==> config.mk <==
export PLATFORM = sky130hd
export DESIGN_NAME = mode_transition_guard_flat
export DESIGN_NICKNAME = d
export VERILOG_FILES = /design/src/rtl/mode_transition_guard_if.sv /design/src/rtl/mode_transition_guard.sv /design/src/flat_wrapper.sv
export SDC_FILE = /design/constraint.sdc
export NUM_CORES = 1
export LEC_CHECK = 0
export ABC_AREA = 1
export BUFFER_PORTS_ARGS = -buffer_cell sky130_fd_sc_hd__buf_4
export CAP_MARGIN = 25
export CORE_MARGIN = 2
export CORE_UTILIZATION = 53
export DETAILED_ROUTE_END_ITERATION = 10
export HOLD_SLACK_MARGIN = 0.08
export PLACE_DENSITY_LB_ADDON = 0.05
export SYNTH_ARGS = -nofsm -noshare
export SYNTH_HDL_FRONTEND = slang
export SYNTH_SLANG_ARGS = --single-unit
==> constraint.sdc <==
create_clock -name clk -period 1.8 [get_ports clk]
set_input_delay 0.54 -clock clk [delete_from_list [all_inputs] [get_ports clk]]
set_output_delay 0.54 -clock clk [all_outputs]
set_load 0.02 [all_outputs]
==> src/rtl/mode_transition_guard_if.sv <==
// Mode-word bus between the upstream mode FSM (master) and mode_transition_guard (slave).
interface mode_transition_guard_if #(
  parameter int CNT_W = 4
);
  logic [2:0]       mode_in;
  logic             clear_fault;
  logic [1:0]       grant_mode;
  logic             fault_pulse;
  logic [CNT_W-1:0] fault_cnt;
  logic             locked;
  logic [3:0]       err_info;

  modport master (
    output mode_in, clear_fault,
    input  grant_mode, fault_pulse, fault_cnt, locked, err_info
  );

  modport slave (
    input  mode_in, clear_fault,
    output grant_mode, fault_pulse, fault_cnt, locked, err_info
  );
endinterface

==> src/rtl/mode_transition_guard.sv <==
// Legal-transition guard for the upstream mode word; forwards legal codes, counts violations, locks.
// Optional violation log: define MODE_GUARD_ERRLOG_EN to capture err_info, otherwise it reads 0.
module mode_transition_guard #(
  parameter int FAULT_LIMIT = 3,
  parameter int CNT_W       = 4
) (
  input logic clk,
  input logic rst_n,
  mode_transition_guard_if.slave bus
);

  typedef enum logic [1:0] {
    IDLE  = 2'd0,
    TRACK = 2'd1,
    FAULT = 2'd2,
    LOCK  = 2'd3
  } state_t;

  localparam logic [CNT_W-1:0] LIMIT = CNT_W'(FAULT_LIMIT);

  state_t           state_p1;
  logic [1:0]       prev_code_p1;
  logic [1:0]       grant_mode_p1;
  logic             fault_pulse_p1;
  logic [CNT_W-1:0] fault_cnt_p1;
  logic             locked_p1;

  logic [1:0]       code;
  logic             viol;
  logic [CNT_W-1:0] cnt_inc;

  function automatic logic [CNT_W-1:0] sat_inc(input logic [CNT_W-1:0] v);
    return (&v) ? v : v + 1'b1;
  endfunction

  // Steps of exactly one in either direction, no wrap; 3->0 is covered by the code==0 rule.
  function automatic logic is_legal(input logic [2:0] m, input logic [1:0] prev);
    logic [2:0] c3;
    logic [2:0] p3;
    c3 = {1'b0, m[1:0]};
    p3 = {1'b0, prev};
    return m[2] && ((c3 == p3) || (c3 == 3'd0) || (c3 == p3 + 3'd1) || (p3 == c3 + 3'd1));
  endfunction

  assign code    = bus.mode_in[1:0];
  assign viol    = (state_p1 == TRACK) && !is_legal(bus.mode_in, prev_code_p1);
  assign cnt_inc = sat_inc(fault_cnt_p1);

  // Stage p0 -> p1: state update and registered outputs
  always_ff @(posedge clk or negedge rst_n) begin
    if (!rst_n) begin
      state_p1       <= IDLE;
      prev_code_p1   <= '0;
      grant_mode_p1  <= '0;
      fault_pulse_p1 <= 1'b0;
      fault_cnt_p1   <= '0;
      locked_p1      <= 1'b0;
    end else begin
      fault_pulse_p1 <= 1'b0;
      case (state_p1)
        IDLE: begin
          if (bus.mode_in[2]) begin
            grant_mode_p1 <= code;
            prev_code_p1  <= code;
            state_p1      <= TRACK;
          end
        end
        TRACK: begin
          if (!viol) begin
            grant_mode_p1 <= code;
            prev_code_p1  <= code;
          end else begin
            fault_pulse_p1 <= 1'b1;
            fault_cnt_p1   <= cnt_inc;
            grant_mode_p1  <= '0;
            prev_code_p1   <= '0;
            if (cnt_inc >= LIMIT) begin
              state_p1  <= LOCK;
              locked_p1 <= 1'b1;
            end else begin
              state_p1 <= FAULT;
            end
          end
        end
        FAULT: begin
          grant_mode_p1 <= '0;
          if (bus.clear_fault && (bus.mode_in == 3'b100)) begin
            prev_code_p1 <= '0;
            state_p1     <= TRACK;
          end
        end
        LOCK: begin
          grant_mode_p1 <= '0;
          locked_p1     <= 1'b1;
        end
        default: begin
          grant_mode_p1 <= '0;
          locked_p1     <= 1'b1;
          state_p1      <= LOCK;
        end
      endcase
    end
  end

`ifdef MODE_GUARD_ERRLOG_EN
  logic [3:0] err_info_p1;

  always_ff @(posedge clk or negedge rst_n) begin
    if (!rst_n) begin
      err_info_p1 <= '0;
    end else if (viol) begin
      err_info_p1 <= {prev_code_p1, code};
    end
  end

  assign bus.err_info = err_info_p1;
`else
  assign bus.err_info = 4'h0;
`endif

  assign bus.grant_mode  = grant_mode_p1;
  assign bus.fault_pulse = fault_pulse_p1;
  assign bus.fault_cnt   = fault_cnt_p1;
  assign bus.locked      = locked_p1;

endmodule

==> src/flat_wrapper.sv <==
// flat-port wrapper written by rule: the top's interface ports become plain ports
module mode_transition_guard_flat 
#(
  parameter int FAULT_LIMIT = 3,
  parameter int CNT_W       = 4
)
  (clk, rst_n, bus_mode_in, bus_clear_fault, bus_grant_mode, bus_fault_pulse, bus_fault_cnt, bus_locked, bus_err_info);
  mode_transition_guard_if #(.CNT_W(CNT_W)) bus_i ();
  input logic clk;
  input logic rst_n;
  input wire logic [$bits(bus_i.mode_in)-1:0] bus_mode_in;
  input wire logic [$bits(bus_i.clear_fault)-1:0] bus_clear_fault;
  output wire logic [$bits(bus_i.grant_mode)-1:0] bus_grant_mode;
  output wire logic [$bits(bus_i.fault_pulse)-1:0] bus_fault_pulse;
  output wire logic [$bits(bus_i.fault_cnt)-1:0] bus_fault_cnt;
  output wire logic [$bits(bus_i.locked)-1:0] bus_locked;
  output wire logic [$bits(bus_i.err_info)-1:0] bus_err_info;
  assign bus_i.mode_in = bus_mode_in;
  assign bus_i.clear_fault = bus_clear_fault;
  assign bus_grant_mode = bus_i.grant_mode;
  assign bus_fault_pulse = bus_i.fault_pulse;
  assign bus_fault_cnt = bus_i.fault_cnt;
  assign bus_locked = bus_i.locked;
  assign bus_err_info = bus_i.err_info;
  mode_transition_guard #(.FAULT_LIMIT(FAULT_LIMIT), .CNT_W(CNT_W)) u_core (.clk(clk), .rst_n(rst_n), .bus(bus_i));
endmodule
Yosys cells after proc, flatten, opt, wreduce, memory -nomap -nowiden:

Cells that the tools add are included.

* output and inout port bits: 12
* register bits: 12
* input bits: 6

* muxes and demuxes: 16
* $lt $le $gt $ge: 1
* add/subtract/negate cells: 3
* eq/ne operators: 11
* reductions and logical operators: 17

Operators with widths (number)
* 2-bit case mux with 3 select lines: 3
* 2-bit two-way mux: 6
* 4-bit AND reduction: 2
* 2-bit by 1-bit adder with 3-bit output (second input constant): 2
* 2-bit by 3-bit equality test with 1-bit output: 2
* 3-bit AND reduction: 2
* 1-bit two-way mux: 5
* 4-bit by 1-bit adder with 4-bit output (second input constant): 1
* 2-bit equality test (second input constant): 2
* 4-bit by 2-bit greater-or-equal comparator with 1-bit output (second input constant): 1
* 2-bit zero test: 2
* 4-bit two-way mux: 1
* 2-bit by 1-bit != test with 1-bit output (second input constant): 2
* 2-bit != test (second input constant): 2
* 3-bit equality test (second input constant): 1
* 1-bit logical AND: 3
* 1-bit logical OR: 3
* 3-bit nonzero test: 1
* 2-bit by 1-bit equality test with 1-bit output (second input constant): 1
* 2-bit equality test: 1
* 1-bit case mux with 2 select lines: 1
* 2-bit AND reduction: 1
* 2-bit nonzero test: 1
* 2-bit OR reduction: 1
* 1-bit zero test: 1

Longest topological paths before layout:

* depth in word-level cells: 9
* depth in mapped cells: 10
* gate-level depth less buffers: 10

Worst setup path before layout:

No wires, ideal clock.

* kind: input-to-reg
* start point: input bus_mode_in[0]
* end point: register u_core.fault_cnt_p1[3] (netlist: u_core.bus.fault_cnt[3])
* buffers on the path: 0
* cell stages on the path: 9
* arrival time: 1.531 ns
* slack: 0.147 ns
* cell sequence: inv_2 -> ha_1 -> or2_0 -> nand3_2 -> nand3_2 -> nand2_2 -> nand2_4 -> nand2_1 -> o21ai_1

* cells in the longest elaborated chain, start to end: 8
* elaborated cells on any way between the ends: 12

Ends and longest elaborated chain
* start, declared: line flat_wrapper.sv:11 `input wire logic [$bits(bus_i.mode_in)-1:0] bus_mode_in;`
* parallel branches: the longest is 3 deep, another holds 2-bit by 1-bit adder with 3-bit output
* 1-bit logical OR (*): line mode_transition_guard.sv:42 `return m[2] && ((c3 == p3) || (c3 == 3'd0) || (c3 == p3 + 3'd1) || (p3 == c3 + 3'd1));`
* 1-bit logical AND (*): line mode_transition_guard.sv:42
* 1-bit zero test (*): line mode_transition_guard.sv:46 `assign viol = (state_p1 == TRACK) && !is_legal(bus.mode_in, prev_code_p1);`
* 1-bit logical AND (*): line mode_transition_guard.sv:46
* 2-bit AND reduction (no source line) (*)
* end signal, assigned: line mode_transition_guard.sv:74 `fault_cnt_p1 <= cnt_inc;`
* end, declared: line mode_transition_guard.sv:25 `logic [CNT_W-1:0] fault_cnt_p1;`

Every way passes the cells marked *.
A chain may end at the register's enable or synchronous reset.

Worst setup path after layout:

* start point: register u_core.fault_cnt_p1[0] (netlist: u_core.bus.fault_cnt[0])
* end point: register u_core.locked_p1 (netlist: u_core.bus.locked)

* cells in the longest elaborated chain, start to end: 5
* elaborated cells on any way between the ends: 6

Ends and longest elaborated chain
* 4-bit by 1-bit adder with 4-bit output / 4-bit AND reduction (equally long branches): line mode_transition_guard.sv:33 `return (&v) ? v : v + 1'b1;`
* 4-bit two-way mux (*): line mode_transition_guard.sv:33
* 4-bit by 2-bit greater-or-equal comparator with 1-bit output (*): line mode_transition_guard.sv:77 `if (cnt_inc >= LIMIT) begin`
* 2-bit != test (no source line) (*)
* 3-bit AND reduction (no source line) (*)
* end signal, assigned: line mode_transition_guard.sv:79 `locked_p1 <= 1'b1;`
* end signal, assigned: line mode_transition_guard.sv:94 `locked_p1 <= 1'b1;`
* end signal, assigned: line mode_transition_guard.sv:98 `locked_p1 <= 1'b1;`
* end, declared: line mode_transition_guard.sv:26 `logic locked_p1;`

Every way passes the cells marked *; elsewhere a longest branch is shown, timed or not.

==> summary.txt <==
Pwr
  • Internal Pwr Total: 0.881 mW
  • Combinational share of power: 57.0%
  • Clock power frac: 12.6%
  • P_sw: 0.795 mW
  • Peak VDD IR: 0.885 mV
  • P_leak: 0.613 nW
  • Pwr dens: 1610 nW/µm²
  • Sequential fraction of design power: 30.4%
  • Sw frac: 47.4%

Die
  • Die height: 44.9 µm
  • Area of the core: 1540 µm²
  • Die X: 44.9 µm
  • I/O pins: 18
  • Die area: 2020 µm²
  • Core Rows: 14
  • Initial Utilization: 57.5%

Layout
  • Layout cells sized above 1: 22.3%
  • Final instance area: 1040 µm²
  • Layout Cells excl Fill: 155
  • Number of fillers in the final layout: 128
  • Antenna diode count: 0
  • Footprint of the multi-input gates: 503 µm²
  • # nets final: 156
  • Layout Area Growth over Synthesis: 17.8%
  • Register Area: 300 µm²

Clocking
  • Worst-skew pair later-pin latency: 0.27 ns
  • H-tree depth: 1
  • CTS tree: yes
  • Clock tree sinks: 12
  • Bufs on Longest Clock Path: 2
  • Setup bufs post-CTS: 0
  • Clk root buf: clkbuf_4
  • # resized after CTS: 0
  • Cts hold-fix bufs: 0
  • Total CTS buffers: 3
  • Reg clk slew, reported paths: 0.07 ns

Logic synthesis
  • Asr flop ratio synth: 100%
  • Synth Flop Type: dfrtp_1
  • Synth top area share: 33.9%
  • Seq/Total Area, Yosys: 33.9%
  • Post-synth top cells: nand2_1, dfrtp_1, inv_1
  • Synth area leader: dfrtp_1
  • Syn. warnings: 0
  • Synth unique cells: 22
  • Most common cell in the netlist: nand2_1
  • Flop and latch count out of synthesis: 12
  • Synthesized cell area: 887 µm²
  • Cell count after synthesis: 120
  • Mean cell area of the mapped netlist: 7.39 µm²
  • EDFF count, synth: 0
  • Area contributors post-synth: dfrtp_1, nand2_1, ha_1, inv_1, nand3_1

Route
  • DRT Pass-1 Iters: 4
  • Final WL: 1.59 mm
  • Vias per cell: 4.94
  • Wire per inst: 10.2 µm
  • Routed Antenna Nets: 0
  • Vias: 766
  • First DRT Iteration DRCs: 12
  • DRC Markers: 0

Setup path
  • Worst Path Required: 1.97 ns
  • Largest stage delay, worst path: 0.44 ns
  • Worst Path Arrival: 1.75 ns
  • Worst setup SP type: flip-flop
  • Most frequent CP cell: nand2_1
  • Critical path fanouts, max: 5
  • Worst path cell trace: ha_1 > nand2_1 > inv_1 > nand2_1 > o21ai_0 > nor3_1 > nand2_1 > nand3_1 > nand2_1
  • Slowest cell on the critical path: dfrtp_1
  • Setup Crit Path Kind: flip-flop to flip-flop
  • Worst Setup End Kind: flip-flop

Global route
  • GR peak layer: met2
  • M2 GR Usage: 29.6%
  • M1 GR Usage: 24.4%
  • Vias in the first global route: 664
  • Grt met3 use: 2.40%
  • Initial antenna violation count: 0
  • Tot GR Track Use: 18.7%
  • Largest net degree at the start of global routing: 13
  • Global route overflow: 0
  • First-pass GRT wire length: 2.70 mm

STA
  • Period utilization: 87.9%
  • Final number of setup-violating endpoints: 0
  • Crit path time final: 1.58 ns
  • Fin Clk Skew: 0.00248 ns
  • Fmax: 632 MHz
  • Hold slack: 0.0873 ns
  • RSZ-0062 raised after global routing: no
  • Max-slew violations: 0
  • Final hold violation count: 0

Placement
  • Post-placement cell area: 1010 µm²
  • Final Wtd Congestion: 0.812
  • Detailed Place HPWL: 1.29 mm
  • IO Port Bufs: 13
  • Placed Cells: 151

Hold path
  • HP Class: primary input to async pin

Flow run
  • Max Cap Viol: 0

Outcome
  • Outcome: finished, final reports clean
[stage by stage]
stage / setup TNS [ns] / util [%] / power, mW / setup WS, ns
final: 0 / 67.8 / 1.68 / 0.218
after global routing: 0 / 67.8 / 1.84 / 0.125
after CTS: 0 / 67.8 / 1.69 / 0.241
after detailed placement: -0.0376 / 65.4 / 1.47 / -0.0229
after global placement: 0 / 65.4 / 1.45 / 0.00784
after floorplan: 0 / - / 1.21 / 0.147
[cell usage in the layout, fill, tap and decap left out, types with 2 or more instances in the layout]
cell,n
nand2_1,46
buf_4,16
inv_1,12
dfrtp_1,12
ha_1,10
nand3_1,8
nor2_1,7
conb_1,4
inv_2,3
nand3_2,3
clkbuf_4,3
a21oi_1,2
o21ai_1,2
[per-layer routing]
metal / share of wire [%] / wire, µm / up-vias
met2: 48 / 768 / 20
li1: - / - / 400
met1: 46 / 728 / 342
met3: 4.0 / 63 / 4
met5: 0 / 0 / -
met4: 1.7 / 27 / 0
[power groups by stage]
stage          logic [mW]  registers, mW  clock network (mW)
2_1_floorplan       0.636          0.570                   0
3_3_place_gp        0.950          0.502                   0
3_5_place_dp        0.959          0.514                   0
4_1_cts             0.966          0.509               0.212
5_1_grt              1.09          0.528               0.225
6_report            0.955          0.510               0.211
[worst paths after layout]
| check | start | end | slack (ns) | depth (start not counted) |
|---|---|---|---|---|
| setup / recovery | u_core.bus.fault_cnt[0] | u_core.bus.locked | 0.22 | 9 |
| hold / removal | rst_n | u_core.bus.locked | 0.09 | 1 |
| setup reg to reg | u_core.bus.fault_cnt[0] | u_core.bus.locked | 0.22 | 9 |
| hold reg to reg | u_core.bus.locked | u_core.bus.locked | 0.48 | 2 |
| max in group asynchronous | rst_n | u_core.bus.grant_mode[1] | 1.56 | 1 |
| min in group clk | u_core.bus.locked | u_core.bus.locked | 0.48 | 2 |
[worst max-delay path, delay by kind of cell (launching register included)]
kind / cells / cell delay (ns)
adders and majority gates: 1 / 0.24
DFF: 1 / 0.44
and+or+nand+nor: 6 / 0.60
AOI/OAI and AO/OA: 1 / 0.14
buffers and inverters: 1 / 0.07
[kinds of logic (layout without fill, tap and decap cells)]
| group | Yosys count | count (layout) | share of synthesized area, % |
|---|---|---|---|
| compound gates | 6 | 6 | 4.65 |
| xor+xnor | 2 | 2 | 1.97 |
| fa+ha+maj | 10 | 10 | 14.1 |
| buf+inv | 20 | 36 | 10.7 |
| flops | 12 | 12 | 33.9 |
| other cells | 1 | 4 | 0.423 |
| simple gates | 69 | 69 | 34.3 |
[flip-flops by register name, summed over array words and instances, names as in the netlist]
name,flops
u_core.state_p1,2
u_core.prev_code_p1,2
u_core.bus.fault_cnt,4
u_core.bus.fault_pulse,1
u_core.bus.locked,1
u_core.bus.grant_mode,2
[layout make-up]
cell class                 instances  area share (%)
sequential                        12            28.7
inverter                          16            6.23
clock buffer                       4            3.47
tap                               16            1.92
multi-input combinational         91            48.1
timing repair buffer              16            11.5
Power figures use the tool's default switching activity.
